`config.mk`:
```
export PLATFORM = sky130hd
export DESIGN_NAME = uart_rx_fifo
export DESIGN_NICKNAME = d
export VERILOG_FILES = /design/src/rtl/uart_pkg.sv /design/src/rtl/sync_fifo.sv /design/src/rtl/uart_rx_fifo.sv
export SDC_FILE = /design/constraint.sdc
export NUM_CORES = 1
export LEC_CHECK = 0
export CORE_ASPECT_RATIO = 1.4
export CORE_MARGIN = 2
export CORE_UTILIZATION = 61
export DETAILED_ROUTE_END_ITERATION = 12
export HOLD_SLACK_MARGIN = 0.05
export PLACE_DENSITY = 0.86
export SYNTH_ARGS = -nofsm -noshare
export SYNTH_HDL_FRONTEND = slang
export SYNTH_SLANG_ARGS = --single-unit
```
`constraint.sdc`:
```
create_clock -name clk_in -period 4.3 [get_ports clk_in]
set_input_delay 0.86 -clock clk_in [delete_from_list [all_inputs] [get_ports clk_in]]
set_output_delay 0.86 -clock clk_in [all_outputs]
set_load 0.02 [all_outputs]
```
`src/rtl/uart_pkg.sv`:
```
// Shared constants, rx state encoding and baud divider helper for the UART receive path.
// Pure declarations: no latency, no backpressure.
package uart_pkg;

   localparam int OVERSAMPLE = 16;
   localparam int MID_SAMPLE = 7;

   typedef enum logic [2:0] {
      IDLE,
      START,
      DATA,
      STOP,
      WAIT_HIGH
   } rx_state_t;

   // Clocks per oversample tick; never below 1 so the tick counter always advances.
   function automatic int calc_div(input int sys_clk_freq, input int baud_rate);
      int d;
      d = sys_clk_freq / (baud_rate * OVERSAMPLE);
      return (d < 1) ? 1 : d;
   endfunction

endpackage

```
`src/rtl/sync_fifo.sv`:
```
// Generic single-clock FIFO, first-word-fall-through; rd_data shows the head combinationally, pushes land next edge.
// Backpressure: push is refused when full unless a pop happens in the same cycle; pop on empty is ignored.
module sync_fifo #(
   parameter int WIDTH      = 8,
   parameter int DEPTH_LOG2 = 4
) (
   input  logic                  clk_in,
   input  logic                  rst_n_in,
   input  logic                  push,
   input  logic [WIDTH-1:0]      wr_data,
   input  logic                  pop,
   output logic [WIDTH-1:0]      rd_data,
   output logic                  empty,
   output logic                  full,
   output logic [DEPTH_LOG2:0]   count
);

   localparam int DEPTH = 1 << DEPTH_LOG2;
   localparam logic [DEPTH_LOG2:0] FULL_CNT = (DEPTH_LOG2 + 1)'(DEPTH);

   logic [WIDTH-1:0]      mem [DEPTH];
   logic [DEPTH_LOG2-1:0] wptr;
   logic [DEPTH_LOG2-1:0] rptr;
   logic                  do_pop;
   logic                  do_push;

   assign empty   = (count == '0);
   assign full    = (count == FULL_CNT);
   assign do_pop  = pop & ~empty;
   // A same-cycle pop frees the slot, so a full FIFO still accepts the push.
   assign do_push = push & (~full | do_pop);
   assign rd_data = empty ? '0 : mem[rptr];

   always_ff @(posedge clk_in) begin
      if (do_push) begin
         mem[wptr] <= wr_data;
      end
   end

   always_ff @(posedge clk_in or negedge rst_n_in) begin
      if (!rst_n_in) begin
         wptr  <= '0;
         rptr  <= '0;
         count <= '0;
      end else begin
         if (do_push) begin
            wptr <= wptr + 1'b1;
         end
         if (do_pop) begin
            rptr <= rptr + 1'b1;
         end
         case ({do_push, do_pop})
            2'b10:   count <= count + 1'b1;
            2'b01:   count <= count - 1'b1;
            default: count <= count;
         endcase
      end
   end

endmodule

```
`src/rtl/uart_rx_fifo.sv`:
```
// 8N1 UART receiver with 16x oversampling feeding a FWFT byte FIFO; a byte is visible one edge after its stop sample.
// No backpressure on the line: a good byte arriving to a full FIFO is dropped and flagged as overrun.
module uart_rx_fifo
   import uart_pkg::*;
#(
   parameter int SYS_CLK_FREQ    = 100000000,
   parameter int BAUD_RATE       = 115200,
   parameter int FIFO_DEPTH_LOG2 = 4
) (
   input  logic                       clk_in,
   input  logic                       rst_n_in,
   input  logic                       rx_in,
   input  logic                       rd_en,
   input  logic                       clr_err,
   output logic [7:0]                 rd_data,
   output logic                       empty,
   output logic                       full,
   output logic [FIFO_DEPTH_LOG2:0]   count,
   output logic                       frame_err,
   output logic                       overrun
);

   localparam int             DIV       = calc_div(SYS_CLK_FREQ, BAUD_RATE);
   localparam int             TW        = (DIV > 1) ? $clog2(DIV) : 1;
   localparam logic [TW-1:0]  TICK_LAST = TW'(DIV - 1);
   localparam logic [3:0]     SC_MID    = 4'(MID_SAMPLE);
   localparam logic [3:0]     SC_LAST   = 4'(OVERSAMPLE - 1);

   logic            rx_meta;
   logic            rx_s;
   logic [TW-1:0]   tcnt;
   logic            tick;
   logic            tcnt_clr;

   rx_state_t       state;
   rx_state_t       state_nxt;
   logic [3:0]      sc;
   logic [3:0]      sc_nxt;
   logic [2:0]      bidx;
   logic [2:0]      bidx_nxt;
   logic [7:0]      shift;
   logic [7:0]      shift_nxt;
   logic            push;
   logic            set_fe;
   logic            set_ov;

   always_ff @(posedge clk_in or negedge rst_n_in) begin
      if (!rst_n_in) begin
         rx_meta <= 1'b1;
         rx_s    <= 1'b1;
      end else begin
         rx_meta <= rx_in;
         rx_s    <= rx_meta;
      end
   end

   // Restarting on the start edge keeps every sample point phase-locked to that edge.
   assign tick = (tcnt == TICK_LAST);

   always_ff @(posedge clk_in or negedge rst_n_in) begin
      if (!rst_n_in) begin
         tcnt <= '0;
      end else if (tcnt_clr || tick) begin
         tcnt <= '0;
      end else begin
         tcnt <= tcnt + 1'b1;
      end
   end

   always_ff @(posedge clk_in or negedge rst_n_in) begin
      if (!rst_n_in) begin
         state <= IDLE;
         sc    <= '0;
         bidx  <= '0;
         shift <= '0;
      end else begin
         state <= state_nxt;
         sc    <= sc_nxt;
         bidx  <= bidx_nxt;
         shift <= shift_nxt;
      end
   end

   always_comb begin
      state_nxt = state;
      sc_nxt    = sc;
      bidx_nxt  = bidx;
      shift_nxt = shift;
      tcnt_clr  = 1'b0;
      push      = 1'b0;
      set_fe    = 1'b0;
      set_ov    = 1'b0;

      case (state)
         IDLE: begin
            if (!rx_s) begin
               state_nxt = START;
               sc_nxt    = '0;
               tcnt_clr  = 1'b1;
            end
         end

         START: begin
            if (tick) begin
               if (sc == SC_MID) begin
                  // A line that is high again mid start bit was only a glitch.
                  if (!rx_s) begin
                     state_nxt = DATA;
                     sc_nxt    = '0;
                     bidx_nxt  = '0;
                  end else begin
                     state_nxt = IDLE;
                  end
               end else begin
                  sc_nxt = sc + 1'b1;
               end
            end
         end

         DATA: begin
            if (tick) begin
               if (sc == SC_LAST) begin
                  sc_nxt          = '0;
                  shift_nxt[bidx] = rx_s;
                  if (bidx == 3'd7) begin
                     state_nxt = STOP;
                  end else begin
                     bidx_nxt = bidx + 1'b1;
                  end
               end else begin
                  sc_nxt = sc + 1'b1;
               end
            end
         end

         STOP: begin
            if (tick) begin
               if (sc == SC_LAST) begin
                  sc_nxt = '0;
                  if (rx_s) begin
                     state_nxt = IDLE;
                     if (!full || rd_en) begin
                        push = 1'b1;
                     end else begin
                        set_ov = 1'b1;
                     end
                  end else begin
                     state_nxt = WAIT_HIGH;
                     set_fe    = 1'b1;
                  end
               end else begin
                  sc_nxt = sc + 1'b1;
               end
            end
         end

         WAIT_HIGH: begin
            // Hold off until the line idles so a break is not seen as a train of start bits.
            if (rx_s) begin
               state_nxt = IDLE;
            end
         end

         default: begin
            state_nxt = IDLE;
         end
      endcase
   end

   always_ff @(posedge clk_in or negedge rst_n_in) begin
      if (!rst_n_in) begin
         frame_err <= 1'b0;
         overrun   <= 1'b0;
      end else begin
         if (set_fe) begin
            frame_err <= 1'b1;
         end else if (clr_err) begin
            frame_err <= 1'b0;
         end
         if (set_ov) begin
            overrun <= 1'b1;
         end else if (clr_err) begin
            overrun <= 1'b0;
         end
      end
   end

   sync_fifo #(
      .WIDTH      (8),
      .DEPTH_LOG2 (FIFO_DEPTH_LOG2)
   ) u_fifo (
      .clk_in   (clk_in),
      .rst_n_in (rst_n_in),
      .push     (push),
      .wr_data  (shift),
      .pop      (rd_en),
      .rd_data  (rd_data),
      .empty    (empty),
      .full     (full),
      .count    (count)
   );

endmodule

```
# ---- After elaboration in Yosys (flattened, before gate mapping)
# Memories as Yosys holds them, arrays and structs flattened.
# Cells that the tools add are included.
dict set report word_totals {
  mem_count 1
  regBits 41
  wordCells 117
  ramBits 128
  inputBits 5
  out_inout_bits 17
}
# memory words word_bits rd rd_clocked_by_memory_dff wr line
set mem_list {}
lappend mem_list {u_fifo.mem 16 8 1 0 1 sync_fifo.sv:21} ;# logic [WIDTH-1:0] mem [DEPTH];
dict set report classes {
  order_cmp 2
  muxes 51
  bitwise_logic 5
  n_addsub 7
  n_reduce_logical 16
  eq_ne 23
}
# operator n
set op_table {}
lappend op_table {{$mux W3} 16}
lappend op_table {{$ne A2 B2 Y1 const B} 11}
lappend op_table {{$mux W1} 21}
lappend op_table {{$mux W4} 5}
lappend op_table {{$pmux W3 S5} 1}
lappend op_table {{$add A4 B1 Y4 const B} 3}
lappend op_table {{$pmux W4 S3} 1}
lappend op_table {{$pmux W5 S2} 1}
lappend op_table {{$reduce_and A9 Y1} 1}
lappend op_table {{$bwmux W8} 1}
lappend op_table {{$mux W8} 1}
lappend op_table {{$reduce_bool A2 Y1} 4}
lappend op_table {{$reduce_and A7 Y1} 1}
lappend op_table {{$add A6 B1 Y6 const B} 1}
lappend op_table {{$eq A3 B2 Y1 const B} 2}
lappend op_table {{$eq A3 B3 Y1 const B} 2}
lappend op_table {{$eq A6 B6 Y1 const B} 1}
lappend op_table {{$mux W6} 1}
lappend op_table {{$pmux W3 S2} 1}
lappend op_table {{$reduce_and A3 Y1} 2}
lappend op_table {{$add A5 B1 Y5 const B} 1}
lappend op_table {{$eq A5 B5 Y1 const B} 1}
lappend op_table {{$logic_not A5 Y1} 1}
lappend op_table {{$sub A5 B1 Y5 const B} 1}
lappend op_table {{20 further kinds} 23}

# ---- Depth between registers and ports, before layout
dict set report logic_depth {
  ltp_word 11
  ltp_mapped 15
  depth_no_buf 13
}

# ---- Cells and area by module
# From an unflattened synthesis, not the netlist that was laid out.
dict set report hier_totals {
  cells_unflattened 442
  area_unflattened_um2 7402.1
}
# module seq_area_each_um2 cells_each area_per_inst_um2 instances
set by_module_without_submodules {}
lappend by_module_without_submodules {sync_fifo 4169.0 302 5878.1 1}
lappend by_module_without_submodules {uart_rx_fifo 703.2 140 1524.0 1}

# ---- Worst setup path before layout
# OpenSTA, ideal clock, no wires.
dict set report synth_path {
  kind {register to register}
  startpoint {reg u_fifo.count[1]}
  endpoint {reg u_fifo.count[4]}
  stages_incl_launch_ff 15
  t_required_ns 4.156
  arrival_time_ns 3.113
  slack_ns 1.043
  path_buffers 3
  setup_ns 0.144
  synth_period_minus_slack_ns 3.257
  cell_sequence {dfrtp_1 buf_6 or4_4 nor2_2 nor3_2 buf_2 inv_2 ha_1 clkbuf_1 xor2_1 ha_1 o211a_1 or4_1 o2111ai_1 a311oi_1}
}
dict set report synth_between {
  elab_chain_cells 11
  word_cells_on_any_way 20
  classes_between {add/sub (2); eq/ne (3); mux (6); bitwise (5); reduce/logical (4)}
}
# item line
set synth_lines {}
lappend synth_lines {{start: declaration} sync_fifo.sv:15} ;# output logic [DEPTH_LOG2:0] count
lappend synth_lines {{start signal: assignment} sync_fifo.sv:53} ;# 2'b10: count <= count + 1'b1;
lappend synth_lines {{start signal: assignment} sync_fifo.sv:54} ;# 2'b01: count <= count - 1'b1;
lappend synth_lines {{start signal: assignment} sync_fifo.sv:55} ;# default: count <= count;
lappend synth_lines {{$eq A5 B5 Y1} sync_fifo.sv:28} ;# assign full = (count == FULL_CNT);
lappend synth_lines {{$logic_not A1 Y1} uart_rx_fifo.sv:142} ;# if (!full || rd_en) begin
lappend synth_lines {{$logic_or A1 B1 Y1} uart_rx_fifo.sv:142}
lappend synth_lines {{$mux W1} uart_rx_fifo.sv:142}
lappend synth_lines {{$mux W1} uart_rx_fifo.sv:140} ;# if (rx_s) begin
lappend synth_lines {{$mux W1} uart_rx_fifo.sv:138} ;# if (sc == SC_LAST) begin
lappend synth_lines {{$mux W1} uart_rx_fifo.sv:137} ;# if (tick) begin
lappend synth_lines {{$mux W1} uart_rx_fifo.sv:94} ;# case (state)
lappend synth_lines {{$and A1 B1 Y1} sync_fifo.sv:31} ;# assign do_push = push & (~full | do_pop);
lappend synth_lines {{$eq A2 B1 Y1 / $eq A2 B2 Y1 (equally long branches)} sync_fifo.sv:52} ;# case ({do_push, do_pop})
lappend synth_lines {{$pmux W5 S2 / $reduce_bool A2 Y1 (equally long branches)} --}
# Parallel ways exist; a longest one is shown, timed or not.
# A chain may end at the register's enable or synchronous reset.

# ---- Worst setup path after layout
dict set report layout_path {
  startpoint {reg u_fifo.rptr[0]}
  endpoint {out rd_data[2]}
}
dict set report layout_between {
  elab_chain_cells 2
}
# item line
set layout_lines {}
lappend layout_lines {{start: declaration} sync_fifo.sv:23} ;# logic [DEPTH_LOG2-1:0] rptr;
lappend layout_lines {{start signal: assignment} sync_fifo.sv:50} ;# rptr <= rptr + 1'b1;
lappend layout_lines {{$mem_v2 Z16 W8} --}
lappend layout_lines {{$mux W8} sync_fifo.sv:32} ;# assign rd_data = empty ? '0 : mem[rptr];
lappend layout_lines {{end: declaration} uart_rx_fifo.sv:15} ;# output logic [7:0] rd_data,
# Every way passes these cells.

==> metrics.cfg <==
[sta]
timing.final.max_slew_violations=0
worst_max_slew_pin_slew_ns=0.942
finalSetupViolations=0
timing_hold_violations_final=0
fmax_mhz=257
maxSlewHeadroom=0.372
final_worst_clock_skew_ns=0.00781
grt_setup_unrepaired=no
finalSetupTns_ns=0
post-route-min-period_ns=3.89
final_min_period_over_clock_period=0.905

[final_layout]
layout_common_cells=128 x edfxtp_1, 38 x dfrtp_1, 32 x mux4_2
flow.area_growth_from_synthesis_pct=12.2
fillerInstances=724
final_cell_area_sq_um=8280
mostFrequentLayoutCell=edfxtp_1
final_net_count=492
final_util=0.701
drive_above_1_share=0.191
antennaDiodeCount=0

[yosys]
synth_cell_types=70
syn-mean-instance-area_sq_um=16.4
synthesis.instances=450
yosys.area.top_type_share=0.521
async_reset_ff_frac=0.243
synthFlopType=edfxtp_1
postSynthNetCount=469
seq_area_frac_synth=0.660
synth.cell_area_sq_um=7380
netlist_top_cells_area=edfxtp_1 52%, dfrtp_1 13%, mux4_2 9.8%
yosysTopAreaCell=edfxtp_1
synth.ff_latch_count=169
synth-edff-count=128
yosys_warnings=0

[worst_setup_path]
worst_setup_path_start_kind=register
crit_path_max_incr_delay_ns=0.76
endpoint_kind=primary output
worst_ep_arrival_time_ns=3.03
timing.critical_path.required_ns=3.44
ff_to_ff_start=u_fifo.count[1]
worst_path_most_repeated_cell=a211oi_1
critPathKind=reg2out
timing.critical_path.cells=mux4_2, nor2b_1, a211oi_1, a211oi_1, clkdlybuf4s50_1
cp_max_fo=19
startpoint=u_fifo.rptr[0]
crit_slowest_cell=dfrtp_2

[clock_tree]
cts_sinks=169
post-cts-setup-buffers=0
clkTransAtPathRegs_ns=0.07
cts_tree=built
clock_buffer_depth=2
htreeDepth=4
cts_root_buf=clkbuf_16
ctsResizeCount=0
cts_hold_buffers=0
cts_inserted_buffers=17
worst_skew_pair.late_latency_ns=0.42

[global_routing]
total_global_routing_track_utilization=0.235
pin_count_of_the_biggest_net_entering_global_routing=42
antenna_found_initial=0
vias_in_the_first_global_route=4333
global_route_wire_length_before_repair_um=23000
grt_remaining_overflow=0

[power_and_ir_drop]
worst_ir_drop_on_vdd_v=0.000399
power_per_cell_area_nw_per_um2=510
leakage_nw=3.32

[drt]
detailedRoute.firstIterationViolations=433
antenna_left=0
dr_total_vias=4034
route.final.wire_length_um=14300
routed_wire_length_per_instance_um=22.6
drcViolationCount=0
drt_pass1_iterations=4
post_detailed_route_via_to_cell_ratio=6.37

[place]
port_buffers=21
post_placement_cell_area_sq_um=7700
detailed_place_hpwl_um=9270
gpl.final_weighted_congestion=0.820

[floorplanning]
fp.dieArea_sq_um=13000
die_h_um=134
dieWidth_um=97.0
core_area_sq_um=11800
initial_core_util=0.625
ioPinCount=22
std_cell_rows=47

[worst_hold_path]
worst_hold_startpoint=rx_meta
worst_hold_check_path_type=reg2reg

[run_status]
run_status=completed

[run]
maxCapViolCount=0

-- through the flow --
| step | setup slack [ns] | hold slack (ns) | total power (W) | instances |
|---|---|---|---|---|
| after global placement | 0.736 | 0.347 | 0.00277 | 601 |
| after floorplan | 1.04 | 0.345 | 0.00253 | 450 |
| final | 0.408 | 0.357 | 0.00422 | 633 |
| after CTS | 0.323 | 0.358 | 0.00425 | 633 |
| after detailed placement | 0.654 | 0.349 | 0.00280 | 601 |
| after global routing | 0.267 | 0.364 | 0.00436 | 633 |
-- layout make-up --
cell class	instances	area, sq um	area share
inverters	13	48.8	0.00589
flip-flops and latches	169	4870	0.589
clock buffers	17	425	0.0514
repair buffers	28	258	0.0311
multi-input cells	244	2340	0.282
clock inverters	15	154	0.0186
well taps	147	184	0.0222
-- state kept, by name, summed over array words and instances (netlist names) --
signal        count
state             3
sc                4
rx_meta           1
bidx              3
frame_err         1
u_fifo.mem      128
tcnt              6
shift             8
overrun           1
rx_s              1
u_fifo.count      5
u_fifo.wptr       4
u_fifo.rptr       4
-- critical path: cells and delay by family, from the launching register on --
kind	cells	cell delay [ns]
buffers and inverters	1	0.57
AOI/OAI and AO/OA	2	0.53
muxes	1	0.60
DFF	1	0.76
and+or+nand+nor	1	0.15
-- layer usage --
layer	GRT usage	part of all wire	vias to the layer above
met2	0.405	0.53	152
met4	0.115	0.034	0
li1	-	-	1812
met5	0	0	-
met3	0.0526	0.050	31
met1	0.282	0.39	2039
-- synth_stat cells (2+ instances only) --
cell type,n
xnor2_1,9
a2bb2oi_1,2
and2_1,6
nand3_1,9
nand4_1,7
mux2_2,5
dfrtp_1,39
clkbuf_1,12
mux2i_1,11
edfxtp_1,128
dfstp_2,2
and3_1,14
ha_1,14
and3b_1,2
buf_6,2
a311oi_1,2
buf_4,3
nor2b_1,14
nand2_1,13
o21ai_0,6
mux2_1,6
nand2b_1,4
a211oi_1,16
a21boi_0,2
inv_1,11
mux4_2,32
a31oi_1,2
nor4_1,2
a21oi_1,4
xor2_1,6
nor3_1,5
nor2_1,15
buf_2,6
nor3b_1,3
-- worst paths after layout --
check | depth (start not counted) | slack (ns) | end
worst min-delay path | 0 | 0.36 | rx_s
max in group asynchronous | 1 | 3.07 | u_fifo.rptr[0]
worst max-delay path | 5 | 0.41 | rd_data[2]
worst min register to register | 0 | 0.36 | rx_s
min in group asynchronous | 1 | 0.58 | bidx[2]
worst max register to register | 10 | 1.15 | u_fifo.count[4]
-- power by group --
| part | switching, W | internal [W] | total, W |
|---|---|---|---|
| logic | 0.000375 | 0.000418 | 0.000793 |
| clock network | 0.000685 | 0.000774 | 0.00146 |
| registers | 0.000188 | 0.00178 | 0.00197 |
| total | 0.00125 | 0.00297 | 0.00422 |
-- kinds of logic after synthesis --
kind of cell | Yosys count | synth area share
xor gates and xnor gates | 15 | 0.0178
buffers and inverters | 37 | 0.0234
DFF | 169 | 0.660
and+or+nand+nor | 110 | 0.0915
AOI/OAI and AO/OA | 50 | 0.0522
muxes | 55 | 0.131
adders and majority gates | 14 | 0.0237
Note: power is estimated with default switching activity, not from simulation.
==> edit 1, RTL diff (config.mk and constraints unchanged) <==
The 5 states of `rx_state_t` get a one-hot encoding in 5 bits.
--- a/src/rtl/uart_pkg.sv
+++ b/src/rtl/uart_pkg.sv
@@ -5,12 +5,12 @@
    localparam int OVERSAMPLE = 16;
    localparam int MID_SAMPLE = 7;
 
-   typedef enum logic [2:0] {
-      IDLE,
-      START,
-      DATA,
-      STOP,
-      WAIT_HIGH
+   typedef enum logic [4:0] {
+      IDLE      = 5'b00001,
+      START     = 5'b00010,
+      DATA      = 5'b00100,
+      STOP      = 5'b01000,
+      WAIT_HIGH = 5'b10000
    } rx_state_t;
 
    // Clocks per oversample tick; never below 1 so the tick counter always advances.
Check against the original RTL: no difference found for any inputs over 10 cycles, from zero or initial values and one cycle with rst_n_in low; not proved beyond that.
==> edit 1 against the unedited design <==
Sequential cell count increased by 2; non-clock buffer count is 1 higher; worst setup slack better by 0.090 ns; first-iteration DRC count is 4.6% lower; power is 5.8% higher; synthesized area fell by 0.29%; register-to-register slack lost 0.12 ns; wire length down 0.13%; design area rose by 0.38%; sequential power is 5% higher; utilization up 0.26 points; combinational power up 13%.
==> edit 1: results (changes against the unedited design) <==
- Worst clock skew: 0.00916 ns (+0.00135 ns)
- Proportion of synthesized chip area in sequential cells: 0.669 (+0.00888)
- Pwr dens: 537 nW/um2 (+5.4%)
- Signal buffers: 29 (+3.6%)
- WHS: 0.357 ns (+0.0000300 ns)
- Non-clock buffering overhead in the final layout: 0.0349 (+0.00380)
- Maximum vdd ir drop: 0.409 mV (+2.4%)
- Net count after synthesis: 459 (-2.1%)
- Pre-antenna DRT Iters: 5 (+1)
- Final #Nets: 483 (-1.8%)
- First-pass GRT wire length: 23100 um (+0.33%)
- Maximum number of pins on one net before global-route repair: 44 (+4.8%)
- Via count of the first global-routing pass: 4085 (-5.7%)
- Fillers: 690 (-4.7%)
- Number of clock sinks seen by CTS: 171 (+1.2%)
- Clock Buffer Count: 18 (+1)
- Origin of the critical flop-to-flop path: sc[0]$_DFFE_PN0P_
- Detailed-placement wirelength estimate: 9080 um (-2.1%)
- Final RePlAce weighted congestion: 0.854 (+4.0%)
- Async set or reset register ratio after synthesis: 0.251 (+0.00886)
- Outcome: complete, no violations
- Arithmetic-cell share of the synthesized area counting full adders, half adders and majority gates: 0.0238 (+0.0000686)
- Critical path endpoint: rd_data[5]
- CTS-repair resized insts: 0 (unchanged)
- Overall routing resource usage: 0.238 (+0.00226)
- Sequential cell area in the final layout: 4920 um2 (+1.1%)
- Number of different library cells in the post-synthesis netlist: 55 (-21%)
- Time the worst path needs with I/O delays and setup: 3.80 ns (-0.0897 ns)
- Post-layout instance count excluding filler cells: 624 (-1.4%)
- Via count: 3961 (-1.8%)
- Leakage component of the power: 0.00323 uW (-2.5%)
- Area fraction in compound gates after synthesis: 0.0420 (-0.0102)
- Number of cells traversed by the worst hold path: 0 (unchanged)
- Critical path peak fanout: 30 (+11)
- # placed instances: 592 (-1.5%)
- Terminating pin of the worst hold path: rx_s$_DFF_PN1_
- Depth of the most critical reg-to-reg path: 14 (+4)
- Placement Cell Area: 7720 um2 (+0.24%)
- Area taken by multi-input logic gates: 2270 um2 (-2.8%)
- Clock insertion delay at the later pin of the skew report: 0.42 ns (about the same)
- Gate count of the mapped netlist: 440 (-2.2%)
- Mux cell area share after synthesis: 0.141 (+0.00922)
- Post-Synth XOR/XNOR Area: 0.0202 (+0.00243)
- Worst slack, placed: 0.846 ns (+0.192 ns)
- Share of cells above drive strength 1: 0.229 (+0.0372)
- ClkCell Share: 0.0712 (+0.00124)
- List of most frequent post-synthesis cells: edfxtp_1, dfrtp_1, mux4_2
- Wire per inst: 22.9 um (+1.3%)
- First DRT Iteration DRCs: 413 (-4.6%)
edit 1: cell count changes after synthesis, moves of 4 or more:
cell,change
a211oi_1,-16
nor2_1,+13
and3_1,-12
o21ai_0,+11
mux2i_1,-10
mux4_2,+8
and2_1,-5
nor3_1,+5
buf_1,+4
mux2_1,-4
mux2_2,+4
edit 1: metal layers:
layer,up-vias,global-route usage,wire length [um]
met1,2038,0.311,5670
met3,30,0.0495,709
met5,-,0,0
met2,148,0.406,7590
li1,1745,-,-
met4,0,0.0751,308
edit 1: where the power goes:
group / total [uW] / switching (uW) / internal (uW)
logic: 899 / 446 / 453
clock network: 1510 / 670 / 840
registers: 2060 / 207 / 1850
edit 1: critical path, stage by stage (launching register included):
cell and delay (ns):
dfrtp_2 0.49, buf_12 0.28, mux4_2 0.54, mux4_2 0.49, nor2b_1 0.15, clkdlybuf4s50_1 0.53
==> edit 2, RTL diff (same settings) <==
Without the edit above. `FIFO_DEPTH_LOG2`: 4 -> 3.
--- a/src/rtl/uart_rx_fifo.sv
+++ b/src/rtl/uart_rx_fifo.sv
@@ -5,7 +5,7 @@
 #(
    parameter int SYS_CLK_FREQ    = 100000000,
    parameter int BAUD_RATE       = 115200,
-   parameter int FIFO_DEPTH_LOG2 = 4
+   parameter int FIFO_DEPTH_LOG2 = 3
 ) (
    input  logic                       clk_in,
    input  logic                       rst_n_in,
Ports: changed (resized count); port bits go from 22 to 21. The function was not compared with the original's and may differ.
==> edit 2 against the unedited design <==
Power is 52% lower; wire length shrank 49%; cell count is 33% lower; sequential cell count decreased by 67; synthesized area fell by 38%; hold slack better by 0.00060 ns; design area fell by 40%; register-to-register slack better by 0.45 ns; worst setup slack better by 0.42 ns; critical path type unchanged.
==> edit 2: results (changes against the unedited design) <==
- Delay-heaviest family, CP: buffers and inverters
- Port Buf Inserts: 20 (-4.8%)
- Async set or reset register ratio after synthesis: 0.373 (+0.130)
- CTS root buf: clkbuf_8
- Routed wire length on met3: 229 um (-68%)
- Arr. time, crit path: 2.61 ns (-0.42 ns)
- First-pass GRT wire length: 12300 um (-46%)
- Depth of the most critical reg-to-reg path: 9 (-1)
- Net count after synthesis: 316 (-33%)
- Leakage component of the power: 0.00198 uW (-40%)
- Outcome: complete, no violations
- Wire per inst: 17.3 um (-23%)
- Placement Cell Area: 4810 um2 (-37%)
- Worst clock skew: 0.0116 ns (+0.00378 ns)
- Maximum vdd ir drop: 0.258 mV (-35%)
- Share of cells above drive strength 1: 0.159 (-0.0328)
- First DRT Iteration DRCs: 104 (-76%)
- DRT met1 WL: 2940 um (-47%)
- Detailed-placement wirelength estimate: 5230 um (-44%)
- # placed instances: 409 (-32%)
- Worst slew slack as a fraction of its limit: 0.371 (-0.00149)
- Top Registers: u_fifo.mem (64), shift (8), tcnt (6)
- Clock insertion delay at the later pin of the skew report: 0.36 ns (-0.06 ns)
- Proportion of synthesized chip area in sequential cells: 0.631 (-0.0292)
- Maximum number of pins on one net before global-route repair: 39 (-7.1%)
- Critical path peak fanout: 11 (-8)
- WHS: 0.357 ns (+0.000604 ns)
- Final RePlAce weighted congestion: 0.830 (+1.2%)
==> edit 2: changes by cell type after synthesis, sizes merged, moves of 3 or more <==
cell,unedited run,this run
mux4,32,16
nor2,16,32
edfxtp,128,64
and3,14,0
ha,14,10
o21ai,7,2
clkbuf,12,5
buf,12,6
dfrtp,39,36
nor2b,14,3
inv,12,7
nor4,3,7
a211oi,16,0
and2,7,3
==> edit 2: kinds of logic (layout without fill, tap and decap cells) <==
kind of cell,count (synthesis),count (layout),synth area share
flops,102,102,0.631
simple gates,97,97,0.127
mux,39,39,0.133
compound gates,21,21,0.0327
buf+inv,19,46,0.0242
xor+xnor,13,13,0.0250
fa+ha+maj,10,10,0.0274
==> edit 2: layer usage <==
metal	GRT usage	vias up
met5	0	-
met4	0.0714	0
met2	0.352	38
li1	-	1184
met3	0.0492	8
met1	0.238	1261
==> edit 2: area by class of cell <==
| cell class | count | area (um2) |
|---|---|---|
| timing repair buffer | 23 | 218 |
| sequential | 102 | 2880 |
| multi-input combinational | 180 | 1570 |
| tap | 97 | 121 |
| clock inverter | 6 | 28.8 |
| inverter | 7 | 26.3 |
| fill | 543 | 2340 |
| clock buffer | 10 | 128 |
==> edit 2: worst max-delay path by stage <==
stage,cells after the start,startpoint,slack (ns),endpoint
6_report,5,u_fifo.rptr[0]$_DFFE_PN0P_,0.83,rd_data[3]
5_1_grt,5,u_fifo.rptr[0]$_DFFE_PN0P_,0.63,rd_data[0]
4_1_cts,5,u_fifo.rptr[0]$_DFFE_PN0P_,0.76,rd_data[3]
3_5_place_dp,5,u_fifo.rptr[0]$_DFFE_PN0P_,1.16,rd_data[3]
3_3_place_gp,10,rd_en,1.23,u_fifo.count[2]$_DFFE_PN0P_
2_1_floorplan,10,u_fifo.count[1]$_DFFE_PN0P_,1.59,u_fifo.count[2]$_DFFE_PN0P_
==> edit 2: stage by stage <==
stage	setup slack [ns]	utilization
finish	0.829	0.679
global route	0.629	0.679
CTS	0.757	0.679
detailed placement	1.16	0.658
global placement	1.23	0.658
floorplan	1.59	-
==> edit 2: worst reg2reg max path, delay by kind of cell, from the launching register on <==
kind,cells,cell delay [ns]
xor gates and xnor gates,3,0.47
adders and majority gates,2,0.50
and+or+nand+nor,3,0.99
AOI/OAI and AO/OA,1,0.14
DFF,1,0.50
==> edit 2: power by group <==
part	internal (uW)	switching, uW	total (uW)
logic	188	137	325
clock network	203	291	494
registers	1070	122	1190
total	1460	551	2010
